===== src/rtl/mips_io_pkg.sv =====
// Shared constants for the MIPS memory-mapped I/O block: register offsets,
// STATUS bit positions and the default base address of the I/O window.
package mips_io_pkg;

  localparam logic [31:0] DEFAULT_IO_BASE_ADDR = 32'h1001_0100;

  localparam logic [2:0] OFF_PORT_OUT = 3'd0;
  localparam logic [2:0] OFF_PORT_IN  = 3'd1;
  localparam logic [2:0] OFF_STATUS   = 3'd2;
  localparam logic [2:0] OFF_TX_DATA  = 3'd3;
  localparam logic [2:0] OFF_IRQ_EN   = 3'd4;

  localparam int ST_IN_CHG   = 0;
  localparam int ST_TX_FULL  = 1;
  localparam int ST_TX_EMPTY = 2;
  localparam int ST_TX_OVF   = 3;

endpackage


===== src/rtl/port_io_fifo.sv =====
// Small synchronous FIFO for the I/O transmit path. A push into a full FIFO
// is accepted only when a pop happens in the same cycle; head reads 0 when empty.
module port_io_fifo #(
  parameter int WIDTH = 32,
  parameter int DEPTH = 4
) (
  input  logic             clk,
  input  logic             rst_n,
  input  logic             push,
  input  logic             pop,
  input  logic [WIDTH-1:0] pushData,
  output logic             full,
  output logic             empty,
  output logic [WIDTH-1:0] head
);

  localparam int PTR_W = $clog2(DEPTH);
  localparam logic [PTR_W:0] FULL_COUNT = DEPTH[PTR_W:0];

  logic [WIDTH-1:0] mem [DEPTH];
  logic [PTR_W-1:0] wrPtr;
  logic [PTR_W-1:0] rdPtr;
  logic [PTR_W:0]   count;
  logic             doPush;
  logic             doPop;

  assign empty  = (count == '0);
  assign full   = (count == FULL_COUNT);
  assign doPop  = pop & ~empty;
  assign doPush = push & (~full | doPop);

  always_ff @(posedge clk or negedge rst_n) begin
    if (!rst_n) begin
      wrPtr <= '0;
      rdPtr <= '0;
      count <= '0;
    end else begin
      if (doPush) wrPtr <= wrPtr + 1'b1;
      if (doPop)  rdPtr <= rdPtr + 1'b1;
      case ({doPush, doPop})
        2'b10:   count <= count + 1'b1;
        2'b01:   count <= count - 1'b1;
        default: count <= count;
      endcase
    end
  end

  // NOTE: storage is deliberately not reset; head is masked to 0 while empty instead.
  always_ff @(posedge clk) begin
    if (doPush) mem[wrPtr] <= pushData;
  end

  assign head = empty ? '0 : mem[rdPtr];

endmodule


===== src/rtl/mips_port_io.sv =====
// Memory-mapped I/O peripheral: PortOut latch, synchronised PortIn with change
// detection and a TX FIFO. Macro PORT_IO_IRQ_EN enables the IRQ_EN register and InChangeIrq.
module mips_port_io
  import mips_io_pkg::*;
#(
  parameter logic [31:0] IO_BASE_ADDR  = DEFAULT_IO_BASE_ADDR,
  parameter int          PORT_IN_WIDTH = 8,
  parameter int          FIFO_DEPTH    = 4
) (
  input  logic                     clk,
  input  logic                     reset,
  input  logic [31:0]              Address,
  input  logic [31:0]              WriteData,
  input  logic                     MemWrite,
  input  logic                     MemRead,
  output logic [31:0]              ReadData,
  output logic                     Hit,
  input  logic [PORT_IN_WIDTH-1:0] PortIn,
  output logic [31:0]              PortOut,
  output logic [31:0]              TxData,
  output logic                     TxValid,
  input  logic                     TxReady,
  output logic                     InChangeIrq
);

  logic [2:0]               offset;
  logic                     wrEn;
  logic                     wrPortOut;
  logic                     wrStatus;
  logic                     pushTx;
  logic                     popTx;
  logic [PORT_IN_WIDTH-1:0] sync1;
  logic [PORT_IN_WIDTH-1:0] sync2;
  logic [PORT_IN_WIDTH-1:0] syncPrev;
  logic                     inChg;
  logic                     txOvf;
  logic                     txFull;
  logic                     txEmpty;
  logic                     irqEn;
  logic [31:0]              statusReg;

  assign Hit       = (Address[31:5] == IO_BASE_ADDR[31:5]) && (Address[1:0] == 2'b00);
  assign offset    = Address[4:2];
  assign wrEn      = MemWrite & Hit;
  assign wrPortOut = wrEn && (offset == OFF_PORT_OUT);
  assign wrStatus  = wrEn && (offset == OFF_STATUS);
  assign pushTx    = wrEn && (offset == OFF_TX_DATA);
  assign TxValid   = ~txEmpty;
  assign popTx     = TxValid & TxReady;

  // syncPrev holds last cycle's stage-2 value so a difference marks an input change.
  always_ff @(posedge clk or negedge reset) begin
    if (!reset) begin
      sync1    <= '0;
      sync2    <= '0;
      syncPrev <= '0;
    end else begin
      // NOTE: non-blocking so each stage captures the previous stage's pre-edge value.
      sync1    <= PortIn;
      sync2    <= sync1;
      syncPrev <= sync2;
    end
  end

  // Sticky flags: a fresh set event wins over a same-cycle write-one-to-clear.
  always_ff @(posedge clk or negedge reset) begin
    if (!reset) begin
      PortOut <= '0;
      inChg   <= 1'b0;
      txOvf   <= 1'b0;
    end else begin
      if (wrPortOut) PortOut <= WriteData;

      if (sync2 != syncPrev)                    inChg <= 1'b1;
      else if (wrStatus && WriteData[ST_IN_CHG]) inChg <= 1'b0;

      if (pushTx && txFull && !popTx)           txOvf <= 1'b1;
      else if (wrStatus && WriteData[ST_TX_OVF]) txOvf <= 1'b0;
    end
  end

  port_io_fifo #(
    .WIDTH (32),
    .DEPTH (FIFO_DEPTH)
  ) u_txFifo (
    .clk      (clk),
    .rst_n    (reset),
    .push     (pushTx),
    .pop      (popTx),
    .pushData (WriteData),
    .full     (txFull),
    .empty    (txEmpty),
    .head     (TxData)
  );

`ifdef PORT_IO_IRQ_EN
  logic wrIrqEn;
  assign wrIrqEn = wrEn && (offset == OFF_IRQ_EN);

  always_ff @(posedge clk or negedge reset) begin
    if (!reset)       irqEn <= 1'b0;
    else if (wrIrqEn) irqEn <= WriteData[0];
  end

  assign InChangeIrq = irqEn & inChg;
`else
  assign irqEn       = 1'b0;
  assign InChangeIrq = 1'b0;
`endif

  always_comb begin
    statusReg              = '0;
    statusReg[ST_IN_CHG]   = inChg;
    statusReg[ST_TX_FULL]  = txFull;
    statusReg[ST_TX_EMPTY] = txEmpty;
    statusReg[ST_TX_OVF]   = txOvf;
  end

  always_comb begin
    // NOTE: default assigned first so every path drives ReadData and no latch is inferred.
    ReadData = '0;
    if (MemRead && Hit) begin
      case (offset)
        OFF_PORT_OUT: ReadData = PortOut;
        OFF_PORT_IN:  ReadData = 32'(sync2);
        OFF_STATUS:   ReadData = statusReg;
        OFF_IRQ_EN:   ReadData = {31'b0, irqEn};
        default:      ReadData = '0;
      endcase
    end
  end

endmodule


===== config.mk =====
export PLATFORM = sky130hd
export DESIGN_NAME = mips_port_io
export DESIGN_NICKNAME = d
export VERILOG_FILES = /design/src/rtl/mips_io_pkg.sv /design/src/rtl/port_io_fifo.sv /design/src/rtl/mips_port_io.sv
export SDC_FILE = /design/constraint.sdc
export NUM_CORES = 1
export LEC_CHECK = 0
export CORE_MARGIN = 3
export CORE_UTILIZATION = 55
export DETAILED_ROUTE_END_ITERATION = 10
export PLACE_DENSITY = 0.95
export SYNTH_ARGS = -nofsm -noshare
export SYNTH_HDL_FRONTEND = slang
export SYNTH_SLANG_ARGS = --single-unit

===== constraint.sdc =====
create_clock -name clk -period 3.9 [get_ports clk]
set_input_delay 0.975 -clock clk [delete_from_list [all_inputs] [get_ports clk]]
set_output_delay 0.975 -clock clk [all_outputs]
set_load 0.01 [all_outputs]

After elaboration in Yosys (flattened, before gate mapping)

Memories as Yosys holds them, arrays and structs flattened.
Index checks and enable logic that the tools add are counted.

$add $sub $neg: 4
Eq/ne operators: 8
Muxes and demuxes: 10
Bitwise logic cells: 7
Reduce and logical (&&, ||, !) cells: 16

Operators by type and width:

| operator                                                            | count |
|---|---|
| 32-bit one-hot mux with 3 select lines                              | 1 |
| 32-bit 2-to-1 mux                                                   | 2 |
| 27-bit by 24-bit == test with 1-bit output (second input constant)  | 1 |
| 1-bit logical AND                                                   | 9 |
| 8-bit != test                                                       | 1 |
| 3-bit by 2-bit == test with 1-bit output (second input constant)    | 2 |
| 3-bit zero test                                                     | 2 |
| 1-bit 2-to-1 mux                                                    | 6 |
| 3-bit one-hot mux with 2 select lines                               | 1 |
| 2-bit nonzero test                                                  | 3 |
| 2-bit by 1-bit adder with 2-bit output (second input constant)      | 2 |
| 1-bit bitwise AND                                                   | 4 |
| 3-bit by 1-bit adder with 3-bit output (second input constant)      | 1 |
| 3-bit by 1-bit == test with 1-bit output (second input constant)    | 1 |
| 3-bit == test (second input constant)                               | 1 |
| 3-bit by 1-bit subtractor with 3-bit output (second input constant) | 1 |
| 2-bit by 1-bit == test with 1-bit output (second input constant)    | 1 |
| 2-bit == test (second input constant)                               | 1 |
| 2-bit zero test                                                     | 1 |
| 1-bit inverter                                                      | 2 |
| 1-bit zero test                                                     | 1 |
| 1-bit bitwise OR                                                    | 1 |

Register bits: 65
Bits in writable memories: 128
Bits of input ports: 77
Output and inout bits: 99
Memories: 1

Memories:

| name         | depth | bits a word | rd ports | clocked after memory_dff | write ports | RTL line           | source |
|---|---|---|---|---|---|---|---|
| u_txFifo.mem | 4     | 32          | 1        | 0                        | 1           | port_io_fifo.sv:20 | `logic [WIDTH-1:0] mem [DEPTH];` |

Logic depth before layout (Yosys ltp)

Depth after elaboration: 8
Mapped depth: 10
Mapped depth without buffers: 9

Hierarchy

Synthesis repeated with hierarchy kept, for this count alone.

Cells, all modules: 451
Area total of the unflattened synthesis: 7867.5 um^2

By module, submodules not included:

| module       | instances | cells each | area an instance (um^2) |
|---|---|---|---|
| port_io_fifo | 1         | 258        | 5353.9 |
| mips_port_io | 1         | 193        | 2513.7 |

Worst setup path after synthesis

No wires, ideal clock.

Path type: in2out
From: input port Address[29]
To: output port ReadData[1]
Data arrival time: 2318 ps
Setup slack: 607 ps
Stages: 6
Path through: nor3_1 -> nand4_4 -> nor4_4 -> buf_4 -> nand2_1 -> a21oi_1

Cells in the longest elaborated chain, start to end: 4

RTL lines:

| what                                       | RTL line            | source |
|---|---|---|
| start, declared                            | mips_port_io.sv:12  | `input logic [31:0] Address,` |
| 27-bit by 24-bit == test with 1-bit output | mips_port_io.sv:42  | `assign Hit = (Address[31:5] == IO_BASE_ADDR[31:5]) && (Address[1:0] == 2'b00);` |
| 1-bit logical AND                          | mips_port_io.sv:42  |  |
| 1-bit logical AND                          | mips_port_io.sv:122 | `if (MemRead && Hit) begin` |
| 32-bit 2-to-1 mux                          | mips_port_io.sv:122 |  |
| end, declared                              | mips_port_io.sv:16  | `output logic [31:0] ReadData,` |

Every way passes these cells.

Final worst setup path

From: input port Address[22]
To: output port ReadData[10]

The elaborated chain is that of the path after synthesis.

==> flow_metrics.py <==
metrics = {
    "run_status": {
        "status": "completed",
    },
    "logic_synthesis": {
        "synth_top_family_by_area": "multiplexers",
        "synth-xor-area-share": 0.0130,
        "synth.area.mux_share": 0.163,
        "yosys-top-cells-area": "edfxtp_1, dfrtp_1, mux4_2",
        "ys_ff_latch": 193,
        "yosys.area_share.simple": 0.0986,
        "synth_compound_area_frac": 0.0156,
        "synth_top_cell_area_share": 0.475,
        "yosysSeqAreaShare": 0.677,
        "synth_edf_count": 128,
        "syn_area_per_cell_um2": 17.7,
        "yosysWarnings": 0,
        "yosysUniqueCellTypes": 52,
        "synth.largest_area_cell": "edfxtp_1",
        "synth.most_common_cell": "edfxtp_1",
        "synth_area_um2": 8080,
        "synthFlopType": "edfxtp_1",
        "ys_top_cells_by_count": "edfxtp_1, dfrtp_1, and2_1, mux4_2, mux2_4",
        "syn-instance-count": 457,
        "syn_nets": 539,
        "synthAdderAreaFrac": 0.00867,
        "synthArstFlopShare": 0.337,
    },
    "clock_network": {
        "cts_root_buf": "clkbuf_16",
        "cts_buffer_depth": 2,
        "clock_latency_ns": 0.42,
        "clk_pin_slew_ns": 0.07,
        "cts_tree": "built",
        "h-tree-depth": 4,
        "clock_sinks": 193,
        "cts_buffers": 17,
    },
    "setup_path": {
        "worst_setup_path_start_kind": "primary input",
        "critical_path_class": "in2out",
        "cp_max_fo": 4,
        "cp.required_ns": 2.92,
        "arrival_ns": 2.83,
        "critPathCaptureType": "output port",
    },
    "layout": {
        "nFillCells": 800,
        "syn_to_final_growth_pct": 32.4,
        "num_antenna_cells": 0,
        "drive_gt1_frac": 0.275,
        "layout.nets": 735,
    },
    "route": {
        "drc_errors": 0,
        "viasPerCell": 5.69,
        "dr.first_iter.drc_count": 396,
        "drtAntennaViolNets": 0,
        "dr.pass1.iters": 5,
        "num_vias": 4816,
        "wl_per_cell_um": 21.6,
        "drt_wl_total_mm": 18.3,
    },
    "timing": {
        "setup_slack_ns": 0.0943,
        "relSlewSlack": 0.382,
        "hold_viol": 0,
        "setup_viol": 0,
        "final.setup.tns_ns": 0,
        "tightest_slew_ns": 0.927,
        "max_freq_mhz": 263,
        "post-route-period-util": 0.976,
        "rsz0062_at_grt": "no",
        "fin_worst_skew_ns": 0.00755,
        "fin_crit_ns": 3.81,
        "drv_slew": 0,
    },
    "floorplanning": {
        "die_h_um": 127,
        "io_pins": 176,
        "start_util": 0.571,
        "rows": 43,
        "dieArea_um2": 16200,
        "core_um2": 14100,
        "die_w_um": 127,
    },
    "pwr": {
        "p_leak_nw": 4.22,
        "ir_drop_uv": 323,
        "p_per_area_nw_per_um2": 522,
    },
    "grt": {
        "antenna_found_initial": 0,
        "grt_overflow": 0,
        "grt_pass1_wl_mm": 28.6,
        "grt.total_usage": 0.235,
        "grt_pass1_vias": 5159,
        "grt_max_degree": 66,
    },
    "place": {
        "port_buffers": 174,
        "gp_congestion": 0.821,
        "place_hpwl_mm": 12.0,
        "dp_slack_ns": -0.444,
    },
    "min_path": {
        "hold_path_class": "reg2reg",
    },
    "flow_run": {
        "maxCapViolCount": 0,
    },
}
per-stage QoR:
| stage | total power, mW | hold slack [ns] | cell area (um^2) | cells | utilization |
|---|---|---|---|---|---|
| after floorplan | 3.19 | 0.331 | 8080 | 457 | - |
| after CTS | 5.63 | 0.360 | 10700 | 843 | 0.758 |
| after detailed placement | 3.93 | 0.336 | 10100 | 808 | 0.714 |
| after global placement | 3.87 | 0.332 | 10100 | 808 | 0.714 |
| final | 5.59 | 0.357 | 10700 | 846 | 0.756 |
| after global routing | 5.82 | 0.361 | 10700 | 846 | 0.756 |
kinds of logic after synthesis:
family	count (synthesis)
DFF	193
and+or+nand+nor	119
muxes	76
buffers and inverters	32
AOI/OAI and AO/OA	19
xor gates and xnor gates	12
adders and majority gates	5
other	1
final timing paths:
kind	startpoint	endpoint	depth (start not counted)	slack (ns)
worst max-delay path	Address[22]	ReadData[10]	9	0.09
worst min-delay path	sync1[7]	sync2[7]	0	0.36
worst max register to register	u_txFifo.count[2]	u_txFifo.count[1]	7	1.06
worst min register to register	sync1[7]	sync2[7]	0	0.36
max in group asynchronous	reset	u_txFifo.rdPtr[0]	1	2.62
min in group asynchronous	reset	PortOut[6]	1	0.67
worst max-delay path, cell delays in order:
cell	delay, ns
clkdlybuf4s50_1	0.44
nor4_4	0.26
nand4_4	0.13
nor4_4	0.22
buf_4	0.17
buf_4	0.11
buf_4	0.14
and3_1	0.15
clkdlybuf4s15_1	0.23
layer usage:
metal	global-route usage	wire, um
met1	0.297	7110
met2	0.407	9610
met3	0.0594	1330
met4	0.0631	272
met5	0	0
state kept, by name (all words and copies together), names as in the netlist, 2 cells and up:
signal and flops:
PortOut 32, sync1 8, sync2 8, syncPrev 8, u_txFifo.count 3, u_txFifo.mem 128
u_txFifo.rdPtr 2, u_txFifo.wrPtr 2
repair_timing:
action,CTS,global route
cloned,0,1
pin swaps,8,10
endpoints found under the hold margin,0,0
buffers inserted,3,2
setup endpoints to repair,32,28
gates resized for setup,85,44
hold buffers,0,0
placed cells by master (no fill, tap or decap), drive strengths merged, types with 7 or more instances in the layout:
| cell | instances |
|---|---|
| inv | 9 |
| dlygate4sd2 | 10 |
| nor2 | 24 |
| buf | 39 |
| mux4 | 32 |
| and3 | 28 |
| mux2 | 34 |
| and2 | 32 |
| dlymetal6s2s | 10 |
| dfrtp | 65 |
| mux2i | 10 |
| clkdlybuf4s50 | 125 |
| clkbuf | 36 |
| xnor2 | 11 |
| edfxtp | 128 |
| nand2 | 7 |
cell type report:
type / instances / area, um^2 / area share
clock buffer: 17 / 425 / 0.0397
clock inverter: 15 / 156 / 0.0146
inverter: 5 / 18.8 / 0.00175
multi-input combinational: 232 / 2490 / 0.232
sequential: 193 / 5470 / 0.511
tap: 180 / 225 / 0.0210
timing repair buffer: 204 / 1920 / 0.179
power breakdown:
group          internal (mW)  switching [mW]  total (mW)
sequential              2.23          0.0761        2.30
clock                  0.952           0.758        1.71
combinational          0.914           0.660        1.57
total                   4.09            1.49        5.59
(Power assumes the default switching activity.)
